`src/rtl/instr_fetch_unit_pkg.sv`:
```
// rtl/instr_fetch_unit_pkg.sv - shared widths, reset PC and halt opcode for the fetch unit
package instr_fetch_unit_pkg;

  localparam int          PC_W             = 16;
  localparam int          INSTR_W          = 16;
  localparam logic [15:0] RESET_PC_DEFAULT = 16'h0000;
  localparam int          OPCODE_W         = 4;
  localparam logic [3:0]  OP_HALT          = 4'hF;

  function automatic logic is_halt(input logic [OPCODE_W-1:0] opcode);
    return opcode == OP_HALT;
  endfunction

endpackage

```
`src/rtl/instr_fetch_unit_fetch_fifo.sv`:
```
// rtl/instr_fetch_unit_fetch_fifo.sv - synchronous prefetch FIFO with flush, registered head
module fetch_fifo #(
  parameter int WIDTH = 32,
  parameter int DEPTH = 2
) (
  input  logic                       clk,
  input  logic                       rst,
  input  logic                       push,
  input  logic                       pop,
  input  logic                       flush,
  input  logic [WIDTH-1:0]           din,
  output logic [WIDTH-1:0]           dout,
  output logic [$clog2(DEPTH+1)-1:0] count,
  output logic                       full,
  output logic                       empty
);

  localparam int PTR_W = $clog2(DEPTH);
  localparam int CNT_W = $clog2(DEPTH+1);

  logic [WIDTH-1:0] mem [DEPTH];
  logic [PTR_W-1:0] rd_ptr;
  logic [PTR_W-1:0] wr_ptr;
  logic             do_push;
  logic             do_pop;

  assign full    = (count == CNT_W'(DEPTH));
  assign empty   = (count == '0);
  assign do_pop  = pop && !empty;
  assign do_push = push && (!full || do_pop);
  assign dout    = mem[rd_ptr];

  // Storage is zeroed on reset so the head reads as zero until the first push.
  always_ff @(posedge clk) begin
    if (rst) begin
      rd_ptr <= '0;
      wr_ptr <= '0;
      count  <= '0;
      for (int i = 0; i < DEPTH; i++) begin
        mem[i] <= '0;
      end
    end else if (flush) begin
      rd_ptr <= '0;
      wr_ptr <= '0;
      count  <= '0;
    end else begin
      if (do_push) begin
        mem[wr_ptr] <= din;
        wr_ptr      <= wr_ptr + PTR_W'(1);
      end
      if (do_pop) begin
        rd_ptr <= rd_ptr + PTR_W'(1);
      end
      count <= count + CNT_W'(do_push) - CNT_W'(do_pop);
    end
  end

endmodule

```
`src/rtl/instr_fetch_unit.sv`:
```
// rtl/instr_fetch_unit.sv - instruction fetch: PC generation, prefetch FIFO, redirect; IFU_HALT_EN adds halt opcode
module instr_fetch_unit
  import instr_fetch_unit_pkg::*;
#(
  parameter int                  PC_WIDTH    = PC_W,
  parameter int                  INSTR_WIDTH = INSTR_W,
  parameter logic [PC_WIDTH-1:0] RESET_PC    = PC_WIDTH'(RESET_PC_DEFAULT),
  parameter int                  FIFO_DEPTH  = 2
) (
  input  logic                   clk,
  input  logic                   rst,
  output logic [PC_WIDTH-1:0]    imem_pc,
  input  logic [INSTR_WIDTH-1:0] imem_instruction,
  input  logic                   redirect_valid,
  input  logic [PC_WIDTH-1:0]    redirect_pc,
`ifdef IFU_HALT_EN
  output logic                   halted,
`endif
  output logic                   out_valid,
  input  logic                   out_ready,
  output logic [INSTR_WIDTH-1:0] out_instruction,
  output logic [PC_WIDTH-1:0]    out_pc
);

  localparam int ENTRY_W = PC_WIDTH + INSTR_WIDTH;
  localparam int CNT_W   = $clog2(FIFO_DEPTH+1);

  logic [PC_WIDTH-1:0] fetch_pc;
  logic [ENTRY_W-1:0]  head;
  logic [CNT_W-1:0]    fifo_count;
  logic                fifo_full;
  logic                fifo_empty;
  logic                pop;
  logic                push;
  logic                halt_q;
  logic                unused_bits;

  assign pop  = !fifo_empty && out_ready;
  assign push = !redirect_valid && !halt_q && (!fifo_full || pop);

  fetch_fifo #(
    .WIDTH (ENTRY_W),
    .DEPTH (FIFO_DEPTH)
  ) u_fetch_fifo (
    .clk   (clk),
    .rst   (rst),
    .push  (push),
    .pop   (pop),
    .flush (redirect_valid),
    .din   ({fetch_pc, imem_instruction}),
    .dout  (head),
    .count (fifo_count),
    .full  (fifo_full),
    .empty (fifo_empty)
  );

  assign imem_pc                   = fetch_pc;
  assign out_valid                 = !fifo_empty;
  assign {out_pc, out_instruction} = head;
  assign unused_bits               = ^{fifo_count, redirect_pc[0]};

  always_ff @(posedge clk) begin
    if (rst) begin
      fetch_pc <= RESET_PC;
    end else if (redirect_valid) begin
      fetch_pc <= {redirect_pc[PC_WIDTH-1:1], 1'b0};
    end else if (push) begin
      fetch_pc <= fetch_pc + PC_WIDTH'(2);
    end
  end

`ifdef IFU_HALT_EN
  // Halt is sampled on the pushed word, so the halt instruction itself still reaches decode.
  always_ff @(posedge clk) begin
    if (rst) begin
      halt_q <= 1'b0;
    end else if (redirect_valid) begin
      halt_q <= 1'b0;
    end else if (push && is_halt(imem_instruction[INSTR_WIDTH-1 -: OPCODE_W])) begin
      halt_q <= 1'b1;
    end
  end
  assign halted = halt_q;
`else
  assign halt_q = 1'b0;
`endif

endmodule

```
`config.mk`:
```
export PLATFORM = sky130hd
export DESIGN_NAME = instr_fetch_unit
export DESIGN_NICKNAME = d
export VERILOG_FILES = /design/src/rtl/instr_fetch_unit_pkg.sv /design/src/rtl/instr_fetch_unit_fetch_fifo.sv /design/src/rtl/instr_fetch_unit.sv
export SDC_FILE = /design/constraint.sdc
export NUM_CORES = 1
export LEC_CHECK = 0
export BUFFER_PORTS_ARGS = -buffer_cell sky130_fd_sc_hd__buf_2
export CORE_UTILIZATION = 45
export DETAILED_ROUTE_END_ITERATION = 8
export PLACE_DENSITY_LB_ADDON = 0.12
export SLEW_MARGIN = 20
export SYNTH_ARGS = -nofsm -noshare
export SYNTH_HDL_FRONTEND = slang
export SYNTH_SLANG_ARGS = --single-unit
```
`constraint.sdc`:
```
create_clock -name clk -period 7.55 [get_ports clk]
set_input_delay 1.1325 -clock clk [delete_from_list [all_inputs] [get_ports clk]]
set_output_delay 1.1325 -clock clk [all_outputs]
set_load 0.02 [all_outputs]
```
== Word-level counts from Yosys, hierarchy flattened ==
Memory sizes are Yosys's and may differ from the RTL's. A register that Yosys moved wholly into a read port is not among the register bits.
Cells that the tools add are included.
Storage, ports and cells
  bits in read-only memories: 0
  output and inout port bits: 49
  bits in registers: 20
  input port bits: 36
  RAM bits: 64
  bits in latches: 0
  memories kept: 1
Memory list
  u_fetch_fifo.mem: depth 2, width 32, rd ports 1, clocked after memory_dff 1, wr ports 2, line instr_fetch_unit_fetch_fifo.sv:21  | logic [WIDTH-1:0] mem [DEPTH];
Operators by class
  magnitude comparators: 0
  shift operators: 0
  bitwise gates (word level): 0
  div/mod/pow operators: 0
  add/sub/neg operators: 5
  equal/unequal tests: 1
  reductions and logical operators: 13
  multiplexer cells: 13
  multiply operators: 0
Operators by type and width (number)
  $mux W16: 2
  $mux W32: 1
  $reduce_or A32 Y1: 1
  $add A16 B2 Y16 const B: 1
  $mux W1: 10
  $logic_and A1 B1 Y1: 4
  $logic_not A1 Y1: 3
  $add A1 B1 Y1 const B: 2
  $add A2 B1 Y2: 1
  $eq A2 B2 Y1 const B: 1
  $logic_not A2 Y1: 1
  $logic_or A1 B1 Y1: 2
  $reduce_bool A2 Y1: 1
  $reduce_or A2 Y1: 1
  $sub A2 B1 Y2: 1

== Depth between registers and ports, before layout ==
Gate-level depths: netlist (run 1).
  word-level depth: 12
  mapped depth: 8

== Modules after synthesis ==
Synthesis (run 1) repeated with hierarchy kept, for this count alone.
Second synthesis, totals
  cell total of the unflattened synthesis: 326
  area, all modules: 4142.7 µm²
Modules (own cells, without submodules)
  fetch_fifo: area each 3069.2 µm², cells each 201, instances 1
  instr_fetch_unit: area each 1073.5 µm², cells each 125, instances 1

== Least setup slack after synthesis (run 1) ==
No wires, ideal clock.
  path kind: input to register
  from: input out_ready
  to: memory u_fetch_fifo.mem[0][0] (enable)
  required time: 7.083 ns
  stages: 3
  data arrival time: 3.757 ns
  slack: 3.327 ns
  buffers on the path: 1
  cell sequence: nor3b_2 > clkbuf_1 > o31ai_1
RTL lines
  start, declared: line instr_fetch_unit.sv:20  | input logic out_ready,
  end, declared: line instr_fetch_unit_fetch_fifo.sv:21

==> results of run 1 <==
## cell usage in the layout, fill, tap and decap left out, drive strengths merged
master    count
nand2        10
nor4b         1
buf          86
clkinvlp      1
xor2          5
a311oi        2
o2111a        1
ha            3
nor2b         1
o31ai         1
inv           6
bufinv        2
a21oi         1
conb          2
and3          2
or3b          1
and2         63
or2           2
mux2         32
edfxtp       62
nand4         9
nor4          4
nor3b         2
or4           1
clkbuf       10
nor2         15
clkinv        1
o21ai         1
a2111oi       2
xnor2         9
nor3          8
nand3         3
or3           2
a211oi        9
dfxtp        20
## tightest hold or removal path, cell delays in order, from the launching register on
cell and delay (ps):
dfxtp_1 340, xnor2_1 140, nor3_1 50
## state kept, by name, summed over array words and instances (netlist names), named ones only
register	flops
u_fetch_fifo.wr_ptr	1
u_fetch_fifo.count	2
u_fetch_fifo.rd_ptr	1
u_fetch_fifo.mem	62
imem_pc	15
## through the flow
stage / worst slack (ps) / area, um^2 / util / total power, W / instances
CTS: 4710 / 4460 / 0.566 / 0.00101 / 482
detailed placement: 4340 / 4240 / 0.538 / 0.000671 / 466
global placement: 4370 / 4240 / 0.538 / 0.000668 / 466
global route: 4590 / 4460 / 0.566 / 0.00105 / 482
floorplan: 3330 / 3740 / - / 0.000623 / 298
finish: 4720 / 4460 / 0.566 / 0.00100 / 482
## layout make-up
| type | count | area, um^2 |
|---|---|---|
| clock buffer | 10 | 128 |
| fill | 674 | 3430 |
| inverter | 4 | 15.0 |
| tap | 102 | 128 |
| multi-input combinational | 192 | 1400 |
| clock inverter | 6 | 88.8 |
| timing repair buffer | 86 | 443 |
| sequential | 82 | 2260 |
## final timing paths
path                            slack, ps                              from                                    end  cells past startpoint
worst min-delay path                  570  u_fetch_fifo.rd_ptr$_SDFFE_PP0P_       u_fetch_fifo.rd_ptr$_SDFFE_PP0P_                      2
worst max register to register       5160  u_fetch_fifo.count[1]$_SDFF_PP0_  u_fetch_fifo.mem[1][21]$_SDFFCE_PN0P_                      6
worst min register to register        570  u_fetch_fifo.rd_ptr$_SDFFE_PP0P_       u_fetch_fifo.rd_ptr$_SDFFE_PP0P_                      2
worst max-delay path                 4720                         out_ready  u_fetch_fifo.mem[1][21]$_SDFFCE_PN0P_                      7
## power groups by stage
stage               clock (W)  combinational (W)  sequential (W)
floorplan                   0          0.0000791        0.000544
global placement            0           0.000126        0.000542
detailed placement          0           0.000127        0.000544
CTS                  0.000349           0.000128        0.000533
global route         0.000371           0.000137        0.000537
finish               0.000344           0.000126        0.000533
## routing by layer
| layer | track usage | vias up | wire [um] |
|---|---|---|---|
| li1 | - | 1218 | - |
| met4 | 0.0705 | 0 | 91 |
| met1 | 0.235 | 1197 | 3350 |
| met3 | 0.0366 | 7 | 317 |
| met2 | 0.298 | 67 | 3530 |
| met5 | 0 | - | 0 |
## synthesized netlist by cell type, types with 3 or more instances
library cell | n | area share
xor2_1 | 5 | 0.012
nand2_1 | 10 | 0.010
inv_1 | 3 | 0.0030
ha_1 | 3 | 0.010
nand4_1 | 9 | 0.015
nand3_1 | 3 | 0.0040
a211oi_1 | 9 | 0.018
edfxtp_1 | 62 | 0.50
xnor2_1 | 9 | 0.021
clkbuf_1 | 11 | 0.011
dfxtp_1 | 20 | 0.11
and2_1 | 63 | 0.11
buf_1 | 5 | 0.0050
nor4_1 | 4 | 0.0067
nor3_1 | 8 | 0.011
mux2_2 | 32 | 0.096
nor2_1 | 15 | 0.015
## logic make-up after synthesis
kind of cell             Yosys count  share of synthesized area
AND/OR/NAND/NOR                  124                      0.192
flip-flops                        82                      0.606
multiplexers                      32                     0.0965
buffers and inverters             24                     0.0268
AO/OA/AOI/OAI                     17                     0.0352
XOR/XNOR                          14                     0.0328
adder cells (fa/ha/maj)            3                     0.0101
other                              1                    0.00100
==> results by group, run 1 <==
Detailed routing
  • Wire per inst: 15.1 um
  • Detailed-route via count: roughly 2500
  • Total Routed Length: 7280 um
  • Detailed Route Iter0 Violations: 98
  • Final ANT Viol Nets: 0
  • DRC Markers: 0
  • Initial DRT Pass Iterations: 4
  • Vias/cell: between 5 and 6

Power and ir drop
  • Switching part of the total: 0.249
  • Power Dens Cells: 225 mW/mm^2
  • Logic pwr share: 0.125
  • Int Pwr: ~0.00075 W
  • Leak: 1.83 nW
  • Max VDD drop: 0.105 mV
  • Reg power frac: 0.532
  • P_sw: 0.000250 W
  • Clk pwr share: 0.343

Timing
  • Maximum clock rate: 353 MHz
  • Unrepaired setup endpoints after global routing: false
  • Clock skew: 6.51 ps
  • Setup TNS: 0 ps
  • Final Setup Violations: 0
  • Worst Tran Pin Value: 791 ps
  • Max Slew Vio Count: 0
  • Post-layout min period: about 2800 ps
  • Hold Fails Final Rpt: 0
  • Hold_ws: about 570 ps
  • Slew headroom: 0.472
  • Final Cycle Share: 0.375

Yosys
  • Number of synthesized flops with an enable pin: 62
  • #FFs+latches synth: between 80 and 90
  • Synth Area per Inst: 12.6 um^2
  • Syn. warnings: 0
  • Post-synth ARST share: 0
  • Cells after Synth: 297
  • Post-synth top flop: edfxtp_1
  • Synth cell types: 37
  • Sequential share of the synthesized area: 0.606
  • Synth Cell Area: 0.00373 mm^2

Finish
  • Nets: a little over 400
  • Area delta synth->final: 19.4%
  • Share of layout cells above drive strength 1: 0.368
  • Diode count: 0

Status
  • Status: complete, no violations

Floorplan
  • Die area: 0.00867 mm^2
  • Core area: 0.00789 mm^2
  • Starting Density: 0.474
  • Num rows: 32
  • Die Ht: slightly above 90 um
  • IO Pins: 85
  • Die width: 93.1 um

Clock network
  • Clock transition at the registers of the reported paths: 80 ps
  • Root Driver: clkbuf_8
  • TritonCTS clock tree: done
  • TritonCTS buffer count: 9
  • Hold Buf Count CTS: 0
  • Post-CTS Setup Inserts: 0
  • Max Buffers Root-to-Sink: 2
  • Worst-Skew Late Latency: 340 ps
  • Htree depth: 3
  • Post_cts resized: 0
  • Clock Sinks: 82

Worst setup path
  • CP arrival: 2800 ps
  • Worst Path Required: 7520 ps
  • Worst path most repeated cell: buf_4
  • Crit. End Element: flip-flop
  • Slowest cell on the critical path: or2_2
  • Worst Setup Start Kind: input port
  • Critical path's largest stage delay: about 700 ps
  • Critical path type: in -> reg
  • Delay-heaviest family, CP: simple AND/OR/NAND/NOR gates
  • Worst Path Buf+Inv: 3
  • Worst-path cell chain: buf_2 > nor3b_2 > buf_4 > nor2_1 > and3_1 > buf_4 > or2_2
  • Crit-path max FO: 32

Job
  • Max-cap violations: 0

Global route
  • Pin count of the biggest net entering global routing: 33
  • Overflow after GRT: 0
  • GRT Total Usage: 0.181
  • Initial antenna violation count: 0
  • First-pass GRT wire length: 12000 um
  • Number of global-route vias before repair: around 2400

Worst hold path
  • Class of the worst hold path: reg -> reg

Placement
  • Final HPWL DP: 4520 um
  • PortBufs: 81
  • RePlAce Congestion: 0.757
(Power assumes the default switching activity.)
==> run 2, diff against run 1 <==
clock period = 2.7 ns   (was 7.55 ns; I/O delays follow)
==> run 2 against run 1 <==
  * Clock-buffer cell count decreased by 1
  * Combinational power rose to 2.9 times the previous value
  * Flip-flop and latch count stayed put
  * Largest cell class unchanged
  * Largest power group unchanged
==> results by group, run 2 (synthesis gave the netlist of run 1 again) <==
Clock network
  • Max Buffers Root-to-Sink: 2 (unchanged)
  • Clock transition at the registers of the reported paths: 90 ps (about the same)
  • TritonCTS clock tree: done
  • TritonCTS buffer count: 9 (unchanged)
  • Worst-Skew Late Latency: 360 ps (+20 ps)
  • Root Driver: clkbuf_8
  • Post_cts resized: 0 (unchanged)
  • Hold Buf Count CTS: 0 (unchanged)
  • Htree depth: 3 (unchanged)
  • Post-CTS Setup Inserts: 0 (unchanged)
  • Clock Sinks: 82 (unchanged)

Status
  • Status: complete, no violations

Floorplan
  • Die Ht: 93.1 um (unchanged)
  • Die area: 0.00867 mm^2 (unchanged)
  • Starting Density: 0.474 (unchanged)
  • Core area: 0.00789 mm^2 (unchanged)
  • Die width: 93.1 um (unchanged)
  • Num rows: 32 (unchanged)
  • IO Pins: 85 (unchanged)

Global route
  • Pin count of the biggest net entering global routing: 32 (-3.0%)
  • Initial antenna violation count: 0 (unchanged)
  • First-pass GRT wire length: 12000 um (+0.17%)
  • Number of global-route vias before repair: 2517 (+3.0%)
  • GRT Total Usage: 0.186 (+0.00491)
  • Overflow after GRT: 0 (unchanged)

Worst hold path
  • Hold path depth: 3 (+1)
  • Class of the worst hold path: in -> reg

Finish
  • Final Instance Area: 0.00450 mm^2 (+0.81%)
  • Diode count: 0 (unchanged)
  • Nets: 421 (+1.7%)
  • Max FFs per register: 62 (unchanged)
  • Most common cell after layout, fill and taps aside: buf_2
  • Area delta synth->final: 20.4%
  • Highest-count cells in the layout ignoring fill and taps: buf_2 (81), and2_1 (63), edfxtp_1 (62)
  • Multi-input gate area: 0.00140 mm^2 (unchanged)
  • Fillers: 675 (+0.15%)
  • Share of layout cells above drive strength 1: 0.385 (+0.0166)
  • Largest reg by FF count: u_fetch_fifo.mem
  • Storage element area: 0.00226 mm^2 (unchanged)

Placement
  • Cell Area, Placed: 0.00430 mm^2 (+1.2%)
  • Worst slack, placed: 519 ps (-3820 ps)
  • RePlAce Congestion: 0.771 (+1.8%)
  • Final HPWL DP: 4970 um (+9.8%)
  • PortBufs: 81 (unchanged)

Worst setup path
  • Worst Setup Start Kind: flip-flop
  • Critical path type: reg -> reg
  • Crit-path max FO: 8 (-75%)
  • CP arrival: 2490 ps (-310 ps)
  • FF-to-FF setup slack: 420 ps (-4740 ps)
  • Crit. End Element: flip-flop
  • R2R cell count: 4 (-2)
  • Worst Path Required: 2910 ps (-4610 ps)

Timing
  • Clock skew: 9.35 ps (+2.84 ps)
  • Maximum clock rate: 438 MHz
  • Unrepaired setup endpoints after global routing: false
  • Post-layout min period: 2280 ps
  • Setup TNS: 0 ps (unchanged)
  • Max Slew Vio Count: 0 (unchanged)
  • Hold Fails Final Rpt: 0 (unchanged)
  • Final Setup Violations: 0 (unchanged)
  • Worst Tran Pin Value: 815 ps (+23.4 ps)
  • Final Cycle Share: 0.845
  • Post-route setup slack: 419 ps (-4300 ps)
  • Slew headroom: 0.457 (-0.0156)

Power and ir drop
  • Power Dens Cells: 613 mW/mm^2 (+170%)
  • Leak: 1.85 nW (+1.5%)
  • Max VDD drop: 0.239 mV (+130%)

Job
  • Max-cap violations: 0 (unchanged)

Detailed routing
  • Detailed Route Iter0 Violations: 82 (-16%)
  • Wire per inst: 15.5 um (+2.4%)
  • Final ANT Viol Nets: 0 (unchanged)
  • DRC Markers: 0 (unchanged)
  • Detailed-route via count: 2526 (+1.5%)
  • Total Routed Length: 7570 um (+3.9%)
  • Initial DRT Pass Iterations: 4 (unchanged)
  • Vias/cell: 5.17 (about the same)
## run 2: cell types whose count changed in the layout (fill, tap and decap cells not counted), sizes merged
cell      delta
buf          +7
bufinv       -1
clkinvlp     +1
clkbuf       -1
clkinv       +1
## run 2: per-layer routing
metal / up-vias / GRT usage / routed length (um)
met3: 9 / 0.0431 / 402
met1: 1206 / 0.231 / 3400
met5: - / 0 / 0
met4: 0 / 0.0795 / 104
li1: 1232 / - / -
met2: 79 / 0.311 / 3660
## run 2: power by group
group | switching [W] | leakage [nW] | internal (W) | total (W)
clock network | 0.000469 | 0.0962 | 0.000434 | 0.000902
logic | 0.000218 | 0.932 | 0.000149 | 0.000367
registers | 0.0000473 | 0.825 | 0.00144 | 0.00149
## run 2: metrics by stage
step / cells / total power, W / utilization / hold WS, ps
3_3_place_gp: 473 / 0.00188 / 0.545 / 531
4_1_cts: 489 / 0.00278 / 0.570 / 283
6_report: 489 / 0.00276 / 0.570 / 290
3_5_place_dp: 473 / 0.00189 / 0.545 / 552
2_1_floorplan: 298 / 0.00174 / - / 520
5_1_grt: 489 / 0.00287 / 0.570 / 299
## run 2: final cells by class
type                    count  share of cell area
clock buffers               9              0.0275
clock inverters             7              0.0170
inverters                   4             0.00334
multi-input cells         192               0.311
flip-flops and latches     82               0.503
well taps                 102              0.0284
repair buffers             93               0.110
## run 2: path summary, 6_finish.rpt
path | start | end
setup reg to reg | imem_pc[3]$_SDFFE_PP0P_ | imem_pc[14]$_SDFFE_PP0P_
setup / recovery | imem_pc[3]$_SDFFE_PP0P_ | imem_pc[14]$_SDFFE_PP0P_
hold / removal | redirect_pc[1] | imem_pc[1]$_SDFFE_PP0P_
hold reg to reg | u_fetch_fifo.rd_ptr$_SDFFE_PP0P_ | u_fetch_fifo.rd_ptr$_SDFFE_PP0P_
## run 2: worst max-delay path, cell delays in order (launching register included)
cell and delay (ps):
dfxtp_1 470, nand3_1 260, nor4_1 570, mux2_2 390, a2111oi_0 450
==> run 3, diff against run 2 <==
ABC_AREA = 1   (was unset)
clock period = 2.1 ns   (was 2.7 ns; I/O delays follow)
==> run 3 against run 2 <==
  * Critical path depth decreased by 1
  * Clock power increased by 47%
  * Largest power group unchanged
  * Critical endpoint is now out_pc[6]
  * Final area increased by 3.1%
  * Non-clock buffer count decreased by 5
  * Sequential power increased by 26%
  * Utilization decreased by 0.84 points
  * Synthesized cell count increased by 30%
  * Hold slack got worse by 44 ps
  * Largest cell class unchanged
  * Cell count increased by 19%
  * Total power increased by 33%
==> results by group, run 3 <==
Worst setup path
  • Critical path type: reg -> out
  • Worst reg2reg startpoint: u_fetch_fifo.count[0]$_SDFF_PP0_
  • Crit-path max FO: 31 (+23)
  • Crit. End Element: primary output
  • Slowest cell on the critical path: mux2_2
  • Critical path's largest stage delay: 370 ps (-200 ps)
  • Worst Path Buf+Inv: 2 (+2)
  • Worst Path Required: 1780 ps (-1130 ps)
  • Delay-heaviest family, CP: buffers and inverters
  • Worst Setup Start Kind: flip-flop
  • Worst-path cell chain: buf_12 > mux2_2 > buf_2
  • CP arrival: 1450 ps (-1040 ps)
  • Crit. path cell count: 3 (-1)
  • R2R cell count: 9 (+5)

Finish
  • Share of layout cells above drive strength 1: 0.320 (-0.0650)
  • Most common cell after layout, fill and taps aside: buf_2
  • Largest reg by FF count: u_fetch_fifo.mem
  • Fin cells: 580 (+19%)
  • Area delta synth->final: 19.9%
  • Max FFs per register: 62 (unchanged)
  • Fillers: 797 (+18%)
  • Nets: 510 (+21%)
  • Diode count: 0 (unchanged)
  • Highest-count cells in the layout ignoring fill and taps: buf_2 (81), nor2_1 (77), edfxtp_1 (62)

Yosys
  • Synth Area per Inst: 9.99 um^2 (-21%)
  • Post-synth top flop: edfxtp_1
  • Syn. warnings: 0 (unchanged)
  • Count leader, synth: nor2_1
  • Post-synth ARST share: 0 (unchanged)
  • Synth Cell Area: 0.00387 mm^2 (+3.6%)
  • #FFs+latches synth: 82 (unchanged)
  • Number of synthesized flops with an enable pin: 62 (unchanged)
  • Post-synth top area cell: edfxtp_1
  • Synth cell types: 32 (-14%)
  • Yosys top cell area share: 0.481 (-0.0171)
  • Main area contributors after synthesis: edfxtp_1 (48%), dfxtp_1 (10%), mux2_2 (9.0%), nor2_1 (7.5%), nand2_1 (5.3%)
  • Sequential share of the synthesized area: 0.585 (-0.0208)
  • Top cells by count, synth: nor2_1 (77), edfxtp_1 (62), nand2_1 (55), inv_1 (50), mux2_2 (31)
  • Cells after Synth: 387 (+30%)

Floorplan
  • Core area: 0.00826 mm^2 (+4.7%)
  • Num rows: 33 (+3.1%)
  • Die width: 94.7 um (+1.7%)
  • Die area: 0.00897 mm^2 (+3.5%)
  • Die Ht: 94.7 um (+1.7%)
  • IO Pins: 85 (unchanged)
  • Starting Density: 0.468 (-0.00518)

Power and ir drop
  • Power Dens Cells: 791 mW/mm^2 (+29%)
  • Max VDD drop: 0.307 mV (+29%)
  • Int Pwr: 0.00279 W (+38%)
  • Reg power frac: 0.512 (-0.027)
  • Clk pwr share: 0.362 (+0.035)
  • Logic pwr share: 0.125 (-0.008)
  • Leak: 2.07 nW (+12%)
  • P_sw: 0.000880 W (+20%)
  • Switching part of the total: 0.240 (-0.0267)

Detailed routing
  • Wire per inst: 13.6 um (-12%)
  • Final ANT Viol Nets: 0 (unchanged)
  • Total Routed Length: 7900 um (+4.4%)
  • Detailed-route via count: 2831 (+12%)
  • Detailed Route Iter0 Violations: 91 (+11%)
  • Vias/cell: 4.88 (-5.5%)
  • DRC Markers: 0 (unchanged)
  • Initial DRT Pass Iterations: 4 (unchanged)

Timing
  • Clock skew: 5.55 ps (-3.80 ps)
  • Max Slew Vio Count: 0 (unchanged)
  • Maximum clock rate: 566 MHz
  • Post-layout min period: 1770 ps
  • Setup TNS: 0 ps (unchanged)
  • Unrepaired setup endpoints after global routing: false
  • Final Setup Violations: 0 (unchanged)
  • Final Cycle Share: 0.842
  • Hold Fails Final Rpt: 0 (unchanged)
  • Hold_ws: 246 ps (-43.8 ps)

Placement
  • Final HPWL DP: 5290 um (+6.5%)
  • PortBufs: 81 (unchanged)
  • RePlAce Congestion: 0.947 (+23%)
  • Inst Count DP: 565 (+19%)

Status
  • Status: complete, no violations

Global route
  • First-pass GRT wire length: 12900 um (+7.2%)
  • Number of global-route vias before repair: 2782 (+11%)
  • GRT Total Usage: 0.191 (+0.00441)
  • Overflow after GRT: 0 (unchanged)
  • Initial antenna violation count: 0 (unchanged)
  • Pin count of the biggest net entering global routing: 32 (unchanged)

Clock network
  • Clock transition at the registers of the reported paths: 80 ps (about the same)
  • TritonCTS buffer count: 9 (unchanged)
  • Max Buffers Root-to-Sink: 2 (unchanged)
  • Post-CTS Setup Inserts: 0 (unchanged)
  • Htree depth: 3 (unchanged)
  • Clock Sinks: 82 (unchanged)
  • Post_cts resized: 0 (unchanged)
  • Worst-Skew Late Latency: 340 ps (-20 ps)
  • Hold Buf Count CTS: 0 (unchanged)
  • TritonCTS clock tree: done
  • Root Driver: clkbuf_8

Job
  • Max-cap violations: 0 (unchanged)

Worst hold path
  • Origin of the worst min-delay path: redirect_pc[3]
  • Class of the worst hold path: in -> reg
  • Hold path depth: 3 (unchanged)
[run 3: layout make-up]
class / instances / area [um^2] / share of cell area
Multi-Input combinational cell: 237 / 1320 / 0.284
Inverter: 53 / 200 / 0.0432
Sequential cell: 82 / 2260 / 0.488
Clock inverter: 5 / 104 / 0.0224
Tap cell: 105 / 131 / 0.0283
Clock buffer: 10 / 128 / 0.0275
Timing Repair Buffer: 88 / 495 / 0.107
[run 3: worst paths after layout]
kind | end | slack, ps
setup / recovery | out_pc[6] | 330
hold / removal | imem_pc[3]$_SDFFE_PP0P_ | 250
setup reg to reg | u_fetch_fifo.count[1]$_SDFF_PP0_ | 500
hold reg to reg | u_fetch_fifo.rd_ptr$_SDFFE_PP0P_ | 460
[run 3: cell families (layout without fill, tap and decap cells)]
group	count (synthesis)	after routing	share of synthesized area
adders and majority gates	3	3	0.00971
muxes	31	31	0.0903
other	1	2	0.000970
DFF	82	82	0.585
AOI/OAI and AO/OA	34	34	0.0508
buffers and inverters	69	156	0.0754
xor gates and xnor gates	4	4	0.00906
and+or+nand+nor	163	163	0.179
[run 3: power groups by stage]
stage          clock, W  combinational [W]  sequential (W)
2_1_floorplan         0           0.000286         0.00193
3_3_place_gp          0           0.000460         0.00191
3_5_place_dp          0           0.000465         0.00192
4_1_cts         0.00135           0.000468         0.00188
5_1_grt         0.00143           0.000510         0.00189
6_report        0.00133           0.000460         0.00188
[run 3: worst reg2reg max path: cells and delay by family (launching register included)]
family	cells	cell delay (ps)
fa+ha+maj	2	460
simple gates	3	430
flops	1	300
buf+inv	3	230
compound gates	1	120
[run 3: per-stage QoR]
step	total power, W	utilization	area (um^2)	worst slack, ps
floorplan	0.00222	-	3870	75.1
global placement	0.00237	0.534	4410	508
detailed placement	0.00238	0.534	4410	480
CTS	0.00370	0.562	4640	298
global route	0.00383	0.562	4640	265
finish	0.00367	0.562	4640	332
[run 3: metal layers]
metal | part of all wire | track usage | up-vias
li1 | - | - | 1429
met1 | 0.45 | 0.240 | 1326
met2 | 0.49 | 0.324 | 69
met3 | 0.044 | 0.0322 | 7
met4 | 0.011 | 0.0783 | 0
met5 | 0 | 0 | -
